**src/rtl/main_fsm.sv**
```systemverilog
// Multicycle processor main control FSM.
// Sequences fetch/decode/memory/execute/writeback and drives datapath mux selects
// and write strobes. Outputs are Moore except IRWrite/NextPC, which also follow
// MemReady when memory wait states are enabled.
// Optional feature: define MAIN_FSM_WAIT_EN to make FETCH, MEMREAD and MEMWRITE
// hold while MemReady=0. Without it MemReady is ignored and every state lasts one cycle.
module main_fsm (
    input  logic       clk,
    input  logic       reset,
    input  logic [1:0] Op,
    input  logic [5:0] Funct,
    input  logic       MemReady,
    output logic       IRWrite,
    output logic       NextPC,
    output logic       RegW,
    output logic       MemW,
    output logic       Branch,
    output logic       ALUOp,
    output logic       AdrSrc,
    output logic       ALUSrcA,
    output logic [1:0] ALUSrcB,
    output logic [1:0] ResultSrc,
    output logic [3:0] State
);

    typedef enum logic [3:0] {
        StFetch    = 4'd0,
        StDecode   = 4'd1,
        StMemAdr   = 4'd2,
        StMemRead  = 4'd3,
        StMemWb    = 4'd4,
        StMemWrite = 4'd5,
        StExecR    = 4'd6,
        StExecI    = 4'd7,
        StAluWb    = 4'd8,
        StBranch   = 4'd9
    } state_e;

    state_e state_q, state_d;
    logic   mem_ready;

`ifdef MAIN_FSM_WAIT_EN
    assign mem_ready = MemReady;
`else
    // Memory always completes in one cycle; MemReady is deliberately ignored.
    logic unused_mem_ready;
    assign mem_ready        = 1'b1;
    assign unused_mem_ready = MemReady;
`endif

    // Only the I and L bits of Funct steer the sequence.
    logic unused_funct;
    assign unused_funct = ^Funct[4:1];

    // State register; reset forces FETCH without waiting for a clock edge.
    always_ff @(posedge clk or negedge reset) begin
        if (!reset) begin
            state_q <= StFetch;
        end else begin
            state_q <= state_d;
        end
    end

    // Next-state logic; Op/Funct are only consulted in DECODE and MEMADR.
    always_comb begin
        state_d = StFetch;
        case (state_q)
            StFetch:    state_d = mem_ready ? StDecode : StFetch;
            StDecode: begin
                case (Op)
                    2'b00:   state_d = Funct[5] ? StExecI : StExecR;
                    2'b01:   state_d = StMemAdr;
                    2'b10:   state_d = StBranch;
                    default: state_d = StFetch;
                endcase
            end
            StMemAdr:   state_d = Funct[0] ? StMemRead : StMemWrite;
            StMemRead:  state_d = mem_ready ? StMemWb : StMemRead;
            StMemWb:    state_d = StFetch;
            StMemWrite: state_d = mem_ready ? StFetch : StMemWrite;
            StExecR:    state_d = StAluWb;
            StExecI:    state_d = StAluWb;
            StAluWb:    state_d = StFetch;
            StBranch:   state_d = StFetch;
            default:    state_d = StFetch;
        endcase
    end

    // Output decode; unused codes 10-15 leave every output at 0.
    always_comb begin
        IRWrite   = 1'b0;
        NextPC    = 1'b0;
        RegW      = 1'b0;
        MemW      = 1'b0;
        Branch    = 1'b0;
        ALUOp     = 1'b0;
        AdrSrc    = 1'b0;
        ALUSrcA   = 1'b0;
        ALUSrcB   = 2'b00;
        ResultSrc = 2'b00;
        case (state_q)
            StFetch: begin
                AdrSrc    = 1'b0;
                ALUSrcA   = 1'b1;
                ALUSrcB   = 2'b10;
                ResultSrc = 2'b10;
                // Strobes stay low while reset is held, even though FETCH is forced.
                IRWrite   = reset & mem_ready;
                NextPC    = reset & mem_ready;
            end
            StDecode: begin
                ALUSrcA   = 1'b1;
                ALUSrcB   = 2'b10;
                ResultSrc = 2'b10;
            end
            StMemAdr: begin
                ALUSrcA = 1'b0;
                ALUSrcB = 2'b01;
            end
            StMemRead: begin
                AdrSrc    = 1'b1;
                ResultSrc = 2'b00;
            end
            StMemWb: begin
                ResultSrc = 2'b01;
                RegW      = 1'b1;
            end
            StMemWrite: begin
                AdrSrc    = 1'b1;
                ResultSrc = 2'b00;
                MemW      = 1'b1;
            end
            StExecR: begin
                ALUSrcA = 1'b0;
                ALUSrcB = 2'b00;
                ALUOp   = 1'b1;
            end
            StExecI: begin
                ALUSrcA = 1'b0;
                ALUSrcB = 2'b01;
                ALUOp   = 1'b1;
            end
            StAluWb: begin
                ResultSrc = 2'b00;
                RegW      = 1'b1;
            end
            StBranch: begin
                ALUSrcA   = 1'b0;
                ALUSrcB   = 2'b01;
                ResultSrc = 2'b10;
                Branch    = 1'b1;
            end
            default: ;
        endcase
    end

    assign State = state_q;

endmodule

```
**config.mk**
```make
export PLATFORM = sky130hd
export DESIGN_NAME = main_fsm
export DESIGN_NICKNAME = d
export VERILOG_FILES = /design/src/rtl/main_fsm.sv
export SDC_FILE = /design/constraint.sdc
export NUM_CORES = 1
export LEC_CHECK = 0
export BUFFER_PORTS_ARGS = -buffer_cell sky130_fd_sc_hd__buf_2
export CORE_AREA = 2 2 39 41
export CTS_CLUSTER_SIZE = 14
export DETAILED_ROUTE_END_ITERATION = 10
export DIE_AREA = 0 0 41 43
export PLACE_DENSITY = 0.56
export SYNTH_ARGS = -nofsm -noshare
export SYNTH_HDL_FRONTEND = slang
export SYNTH_SLANG_ARGS = --single-unit
```
**constraint.sdc**
```tcl
create_clock -name clk -period 1.5 [get_ports clk]
set_input_delay 0.225 -clock clk [delete_from_list [all_inputs] [get_ports clk]]
set_output_delay 0.225 -clock clk [all_outputs]
set_load 0.02 [all_outputs]
```
==> impl_metrics.env, run 1 <==
export IMPL_crit_path_start="State[0]"
export IMPL_seq_area_frac_synth=0.265
export IMPL_ant_nets=0
export IMPL_io_buffers=21
export IMPL_cts_buffer_depth=2
export IMPL_min_path_type="in -> reg"
export IMPL_dr_first_iter_drc_count=0
export IMPL_netlist_area_um2=378
export IMPL_drt_drc_violations_left=0
export IMPL_hold_start="Op[0]"
export IMPL_leakage_nw=0.296
export IMPL_fin_crit_sh=0.976
export IMPL_ys_seq_elements=4
export IMPL_htreeDepth=1
export IMPL_grt_pass1_vias=322
export IMPL_dieWidth_um=41
export IMPL_cts_clk_slew_worst_paths_ps=30
export IMPL_synth_compound_area_frac=0.179
export IMPL_diodes=0
export IMPL_setup_tns_ps=0
export IMPL_synthesis_nets=53
export IMPL_rsz0062_at_grt="yes"
export IMPL_via_count=401
export IMPL_peakVddDrop_uv=872
export IMPL_synthSimpleGateAreaFrac=0.361
export IMPL_pin_count=27
export IMPL_setup_viol=0
export IMPL_start_util=0.273
export IMPL_final_cell_mix="buf_2 (18), buf_4 (12), nor2_1 (6)"
export IMPL_cts_made_buffers=3
export IMPL_routed_via_density=4.56
export IMPL_power_density_nw_per_um2=2810
export IMPL_synth_top_family_by_area="simple AND/OR/NAND/NOR gates"
export IMPL_yosys_warnings=0
export IMPL_global_route_usage_total=0.127
export IMPL_seq_area_um2=105
export IMPL_synthAdderAreaFrac=0
export IMPL_core_area_um2=1380
export IMPL_grt_max_degree=10
export IMPL_cts_sinks=4
export IMPL_drv_slew=0
export IMPL_multi_input_comb_area_um2=238
export IMPL_worstSetupEndpointType="primary output"
export IMPL_worst_pin_slew_ps=186
export IMPL_syn_area_per_cell_um2=9.00
export IMPL_maxCapViolCount=0
export IMPL_wl_per_cell_um=10.5
export IMPL_std_cell_rows=14
export IMPL_dieArea_um2=1760
export IMPL_cts_tree="yes"
export IMPL_antenna_found_initial=0
export IMPL_chipHeight_um=43
export IMPL_critPathArrivalTime_ps=1240
export IMPL_relSlewSlack=0.876
export IMPL_clock_latency_ps=240
export IMPL_timing_fmax_mhz=683
export IMPL_drive_gt1_frac=0.653
export IMPL_start_kind="flip-flop"
export IMPL_synthMuxAreaShare=0
export IMPL_layout_area_overhead_vs_synth_pct=57.3
export IMPL_total_power_mw=1.67
export IMPL_hold_ws_ps=303
export IMPL_fillers=147
export IMPL_place_hpwl_um=680
export IMPL_place_congestion=0.748
export IMPL_cp_required_ps=1270
export IMPL_largest_register_ffs=4
export IMPL_overflow=0
export IMPL_nets=85
export IMPL_synthXorXnorAreaFrac=0.0464
export IMPL_routed_wl_um=927
export IMPL_critPathKind="reg -> out"
export IMPL_yosysUniqueCellTypes=20
export IMPL_finClkSkew_ps=3.75
export IMPL_cts_root_buf="clkbuf_4"
export IMPL_drt_pre_antenna_iters=1
export IMPL_outcome="finished clean"
export IMPL_grt_pass1_wl_mm=1.41
export IMPL_fin_crit_ps=1460
export IMPL_syn_inst=42
export IMPL_crit_fanout=7
export IMPL_r2r_start="State[0]"
export IMPL_layout_commonest_cell="buf_2"
export IMPL_hold_viol=0
cells by family after synthesis:
family / Yosys count
AOI/OAI and AO/OA: 8
xor gates and xnor gates: 2
buffers and inverters: 7
DFF: 4
and+or+nand+nor: 21
worst max-delay path, cell delays in order, from the launching register on:
cell and delay, ps:
dfrtp_2 450, xor2_1 180, o32ai_2 200, buf_4 180
cells in the mapped netlist:
master | instances | area share
nand2b_2 | 1 | 0.023
nand2b_4 | 3 | 0.11
nor3b_1 | 1 | 0.020
nand2_1 | 2 | 0.020
a21boi_0 | 2 | 0.040
buf_4 | 2 | 0.040
o21ai_0 | 1 | 0.013
a211oi_2 | 1 | 0.033
buf_6 | 3 | 0.089
nor2_1 | 6 | 0.060
xor2_1 | 1 | 0.023
nand4b_1 | 1 | 0.023
xnor2_1 | 1 | 0.023
o22a_1 | 1 | 0.023
inv_1 | 2 | 0.020
o32ai_2 | 1 | 0.043
a21oi_1 | 2 | 0.026
dfrtp_1 | 4 | 0.26
nor3_1 | 6 | 0.079
nor3_2 | 1 | 0.026
through the flow:
| stage | instance area (um2) | util | worst slack [ps] | instances |
|---|---|---|---|---|
| 4_1_cts | 577 | 0.417 | 9.14 | 87 |
| 3_5_place_dp | 510 | 0.369 | 121 | 80 |
| 3_3_place_gp | 510 | 0.369 | 113 | 80 |
| 2_1_floorplan | 389 | - | -14.9 | 42 |
| 5_1_grt | 594 | 0.429 | -52.2 | 88 |
| 6_report | 594 | 0.429 | 36.7 | 88 |
per-layer routing:
| layer | part of all wire | vias up | track usage |
|---|---|---|---|
| li1 | - | 208 | - |
| met2 | 0.54 | 14 | 0.181 |
| met5 | 0 | - | 0 |
| met1 | 0.39 | 177 | 0.144 |
| met3 | 0.044 | 2 | 0.0471 |
| met4 | 0.018 | 0 | 0.100 |
report_power, final:
group	internal (mW)	switching, mW
Sequential	0.169	0.109
Combinational	0.579	0.680
Clock	0.0895	0.0437
path summary, 6_finish.rpt:
path                                   end  slack [ps]  depth (start not counted)
min in group asynchronous         State[2]         360                          2
worst min register to register    State[0]         580                          1
worst max-delay path            ALUSrcB[0]          40                          3
max in group asynchronous         State[3]         970                          2
worst max register to register    State[1]         410                          4
worst min-delay path              State[3]         300                          3
cell type report:
cell class	instances	area share
Tap cell	16	0.0337
Multi-Input combinational cell	31	0.400
Clock buffer	3	0.0379
Timing Repair Buffer	32	0.339
Sequential cell	4	0.177
Inverter	2	0.0126
repair_timing:
action	CTS	global route
endpoints found under the setup margin	8	8
hold buffers	1	0
pin swaps	0	1
endpoints found under the hold margin	4	0
gates resized for setup	7	3
setup buffers	3	1
No activity file was read; power rests on OpenSTA's default activity.
==> run 2: changes to the inputs <==
==> config.mk (replaced) <==
export PLATFORM = sky130hd
export DESIGN_NAME = main_fsm
export DESIGN_NICKNAME = d
export VERILOG_FILES = /design/src/rtl/main_fsm.sv
export SDC_FILE = /design/constraint.sdc
export NUM_CORES = 1
export LEC_CHECK = 0
export ABC_AREA = 1
export BUFFER_PORTS_ARGS = -buffer_cell sky130_fd_sc_hd__buf_2
export CORE_AREA = 3 3 40 42
export CTS_CLUSTER_SIZE = 14
export DETAILED_ROUTE_END_ITERATION = 10
export DIE_AREA = 0 0 43 45
export PLACE_DENSITY = 0.5
export REMOVE_ABC_BUFFERS = 1
export SYNTH_ARGS = -nofsm -noshare
export SYNTH_HDL_FRONTEND = slang
export SYNTH_SLANG_ARGS = --single-unit
==> run 2 against run 1 <==
Against the previous run:
- global-route usage decreased by 3.2 points
- sequential power decreased by 13%
- clock power about the same
- highest routed layer is now met3
- utilization shrank 2.5 points
- cell count rose by 2.3%
==> impl_metrics.env, run 2 <==
export IMPL_p_int_uw=598
export IMPL_syn_inst=48
export IMPL_pwr_share_seq=0.183
export IMPL_synthTopCellsByCount="nand2_1 (9), nand3_1 (8), inv_1 (7)"
export IMPL_via_count=380
export IMPL_chipHeight_um=45
export IMPL_synth_most_common_cell="nand2_1"
export IMPL_routed_via_density=4.22
export IMPL_cpPeakStageDelay_ps=440
export IMPL_std_cell_rows=13
export IMPL_peakVddDrop_uv=866
export IMPL_setup_viol=0
export IMPL_yosys_warnings=0
export IMPL_place_congestion=0.766
export IMPL_r2r_start="State[3]"
export IMPL_syn_area_per_cell_um2=6.28
export IMPL_relSlewSlack=0.861
export IMPL_fin_crit_sh=0.971
export IMPL_layout_area_overhead_vs_synth_pct=72.2
export IMPL_worst_pin_slew_ps=207
export IMPL_cts_tree="yes"
export IMPL_drt_pre_antenna_iters=2
export IMPL_drv_slew=0
export IMPL_yosysUniqueCellTypes=13
export IMPL_timing_fmax_mhz=687
export IMPL_grt_pass1_vias=333
export IMPL_largest_register_ffs=4
export IMPL_outcome="finished clean"
export IMPL_dieArea_um2=1940
export IMPL_synth_edff_count=0
export IMPL_start_util=0.235
export IMPL_cts_made_buffers=3
export IMPL_synth_ff_type="dfrtp_1"
export IMPL_maxCapViolCount=0
export IMPL_grt_max_degree=7
export IMPL_fin_crit_ps=1460
export IMPL_place_hpwl_um=665
export IMPL_clock_latency_ps=240
export IMPL_postPlaceCellArea_um2=418
export IMPL_global_route_usage_total=0.0953
export IMPL_crit_chain="nor2_4 -> nand2_2 -> nand2_1 -> buf_2"
export IMPL_switching_share=0.547
export IMPL_finClkSkew_ps=4.58
export IMPL_antenna_found_initial=0
export IMPL_cts_clk_slew_worst_paths_ps=40
export IMPL_leakage_nw=0.302
export IMPL_clockPowerShare=0.103
export IMPL_diodes=0
export IMPL_final_cell_mix="buf_2 (17), nand2_1 (8), inv_1 (7)"
export IMPL_core_area_um2=1280
export IMPL_cts_sinks=4
export IMPL_crit_fanout=6
export IMPL_cts_root_buf="clkbuf_4"
export IMPL_cpMaxStageDelayCell="dfrtp_2"
export IMPL_synth_largest_area_cell="dfrtp_1"
export IMPL_hold_viol=0
export IMPL_power_density_nw_per_um2=2540
export IMPL_cp_top_family="flip-flops"
export IMPL_overflow=0
export IMPL_ant_nets=0
export IMPL_worstSetupEndpointType="primary output"
export IMPL_hold_start="Op[1]"
export IMPL_routed_wl_um=855
export IMPL_p_sw_uw=721
export IMPL_async_flop_share=1.00
export IMPL_crit_path_start="State[3]"
export IMPL_critPathArrivalTime_ps=1230
export IMPL_netlist_area_um2=302
export IMPL_start_kind="flip-flop"
export IMPL_htreeDepth=1
export IMPL_drive_gt1_frac=0.560
export IMPL_seq_area_frac_synth=0.332
export IMPL_synth_top_area_share=0.332
export IMPL_rsz0062_at_grt="yes"
export IMPL_dieWidth_um=43
export IMPL_wl_per_cell_um=9.50
export IMPL_combPwrFrac=0.714
export IMPL_drt_drc_violations_left=0
export IMPL_io_buffers=21
export IMPL_min_path_type="in -> reg"
export IMPL_nets=88
export IMPL_grt_pass1_wl_mm=1.30
export IMPL_layout_commonest_cell="buf_2"
export IMPL_critPathKind="reg -> out"
export IMPL_pin_count=27
export IMPL_cts_buffer_depth=2
export IMPL_cp_required_ps=1270
export IMPL_final_area_um2=519
export IMPL_dr_first_iter_drc_count=3
export IMPL_critPathBufInv=1
export IMPL_synth_area_leaders="dfrtp_1 (33%), nand3_1 (13%), nand2_1 (11%)"
export IMPL_ys_seq_elements=4
export IMPL_hold_ws_ps=202
==> run 2: final cells by class <==
type	instances	area, um2
multi-input cells	32	178
flip-flops and latches	4	104
clock buffers	3	22.5
fillers	143	766
inverters	11	41.3
well taps	15	18.8
repair buffers	25	155
==> run 2: path summary, 6_finish.rpt <==
| kind | depth (start not counted) | slack [ps] | end |
|---|---|---|---|
| worst max-delay path | 4 | 40 | ResultSrc[1] |
| worst min-delay path | 2 | 200 | State[1] |
| worst max register to register | 5 | 330 | State[3] |
| worst min register to register | 2 | 620 | State[2] |
| max in group asynchronous | 2 | 950 | State[1] |
| min in group asynchronous | 2 | 370 | State[2] |
==> run 2: power by group through the flow <==
stage,sequential (mW),combinational (mW),clock (mW)
global placement,0.227,0.798,0
CTS,0.226,0.841,0.140
detailed placement,0.227,0.798,0
floorplan,0.273,0.490,0
global route,0.254,1.02,0.148
finish,0.242,0.941,0.136
==> run 2: cells by family after synthesis <==
group,after synthesis,synth area share
and+or+nand+nor,26,0.407
buffers and inverters,12,0.162
AOI/OAI and AO/OA,6,0.0996
DFF,4,0.332
==> run 2: what timing repair did <==
item,in CTS,in global routing
endpoints found under the setup margin,4,8
setup buffers,2,1
hold endpoints to repair,4,0
gates resized for setup,0,15
hold buffers,1,0
pin swaps,1,4
==> run 2: metal layers <==
| metal | GRT usage | share of wire | wire length (um) | vias to the layer above |
|---|---|---|---|---|
| li1 | - | - | - | 203 |
| met3 | 0.0478 | 0.096 | 82 | 0 |
| met4 | 0.0542 | 0 | 0 | 0 |
| met1 | 0.107 | 0.41 | 347 | 163 |
| met5 | 0 | 0 | 0 | - |
| met2 | 0.147 | 0.50 | 425 | 14 |
==> run 2: stage by stage <==
step           setup WS (ps)   util  instances  total power [mW]  TNS, ps
6_report                43.4  0.404         90              1.32        0
2_1_floorplan          -38.4      -         47             0.764    -76.9
5_1_grt                -45.4  0.404         90              1.43     -161
3_5_place_dp             206  0.325         83              1.03        0
3_3_place_gp             203  0.325         83              1.03        0
4_1_cts                 3.79  0.362         89              1.21        0
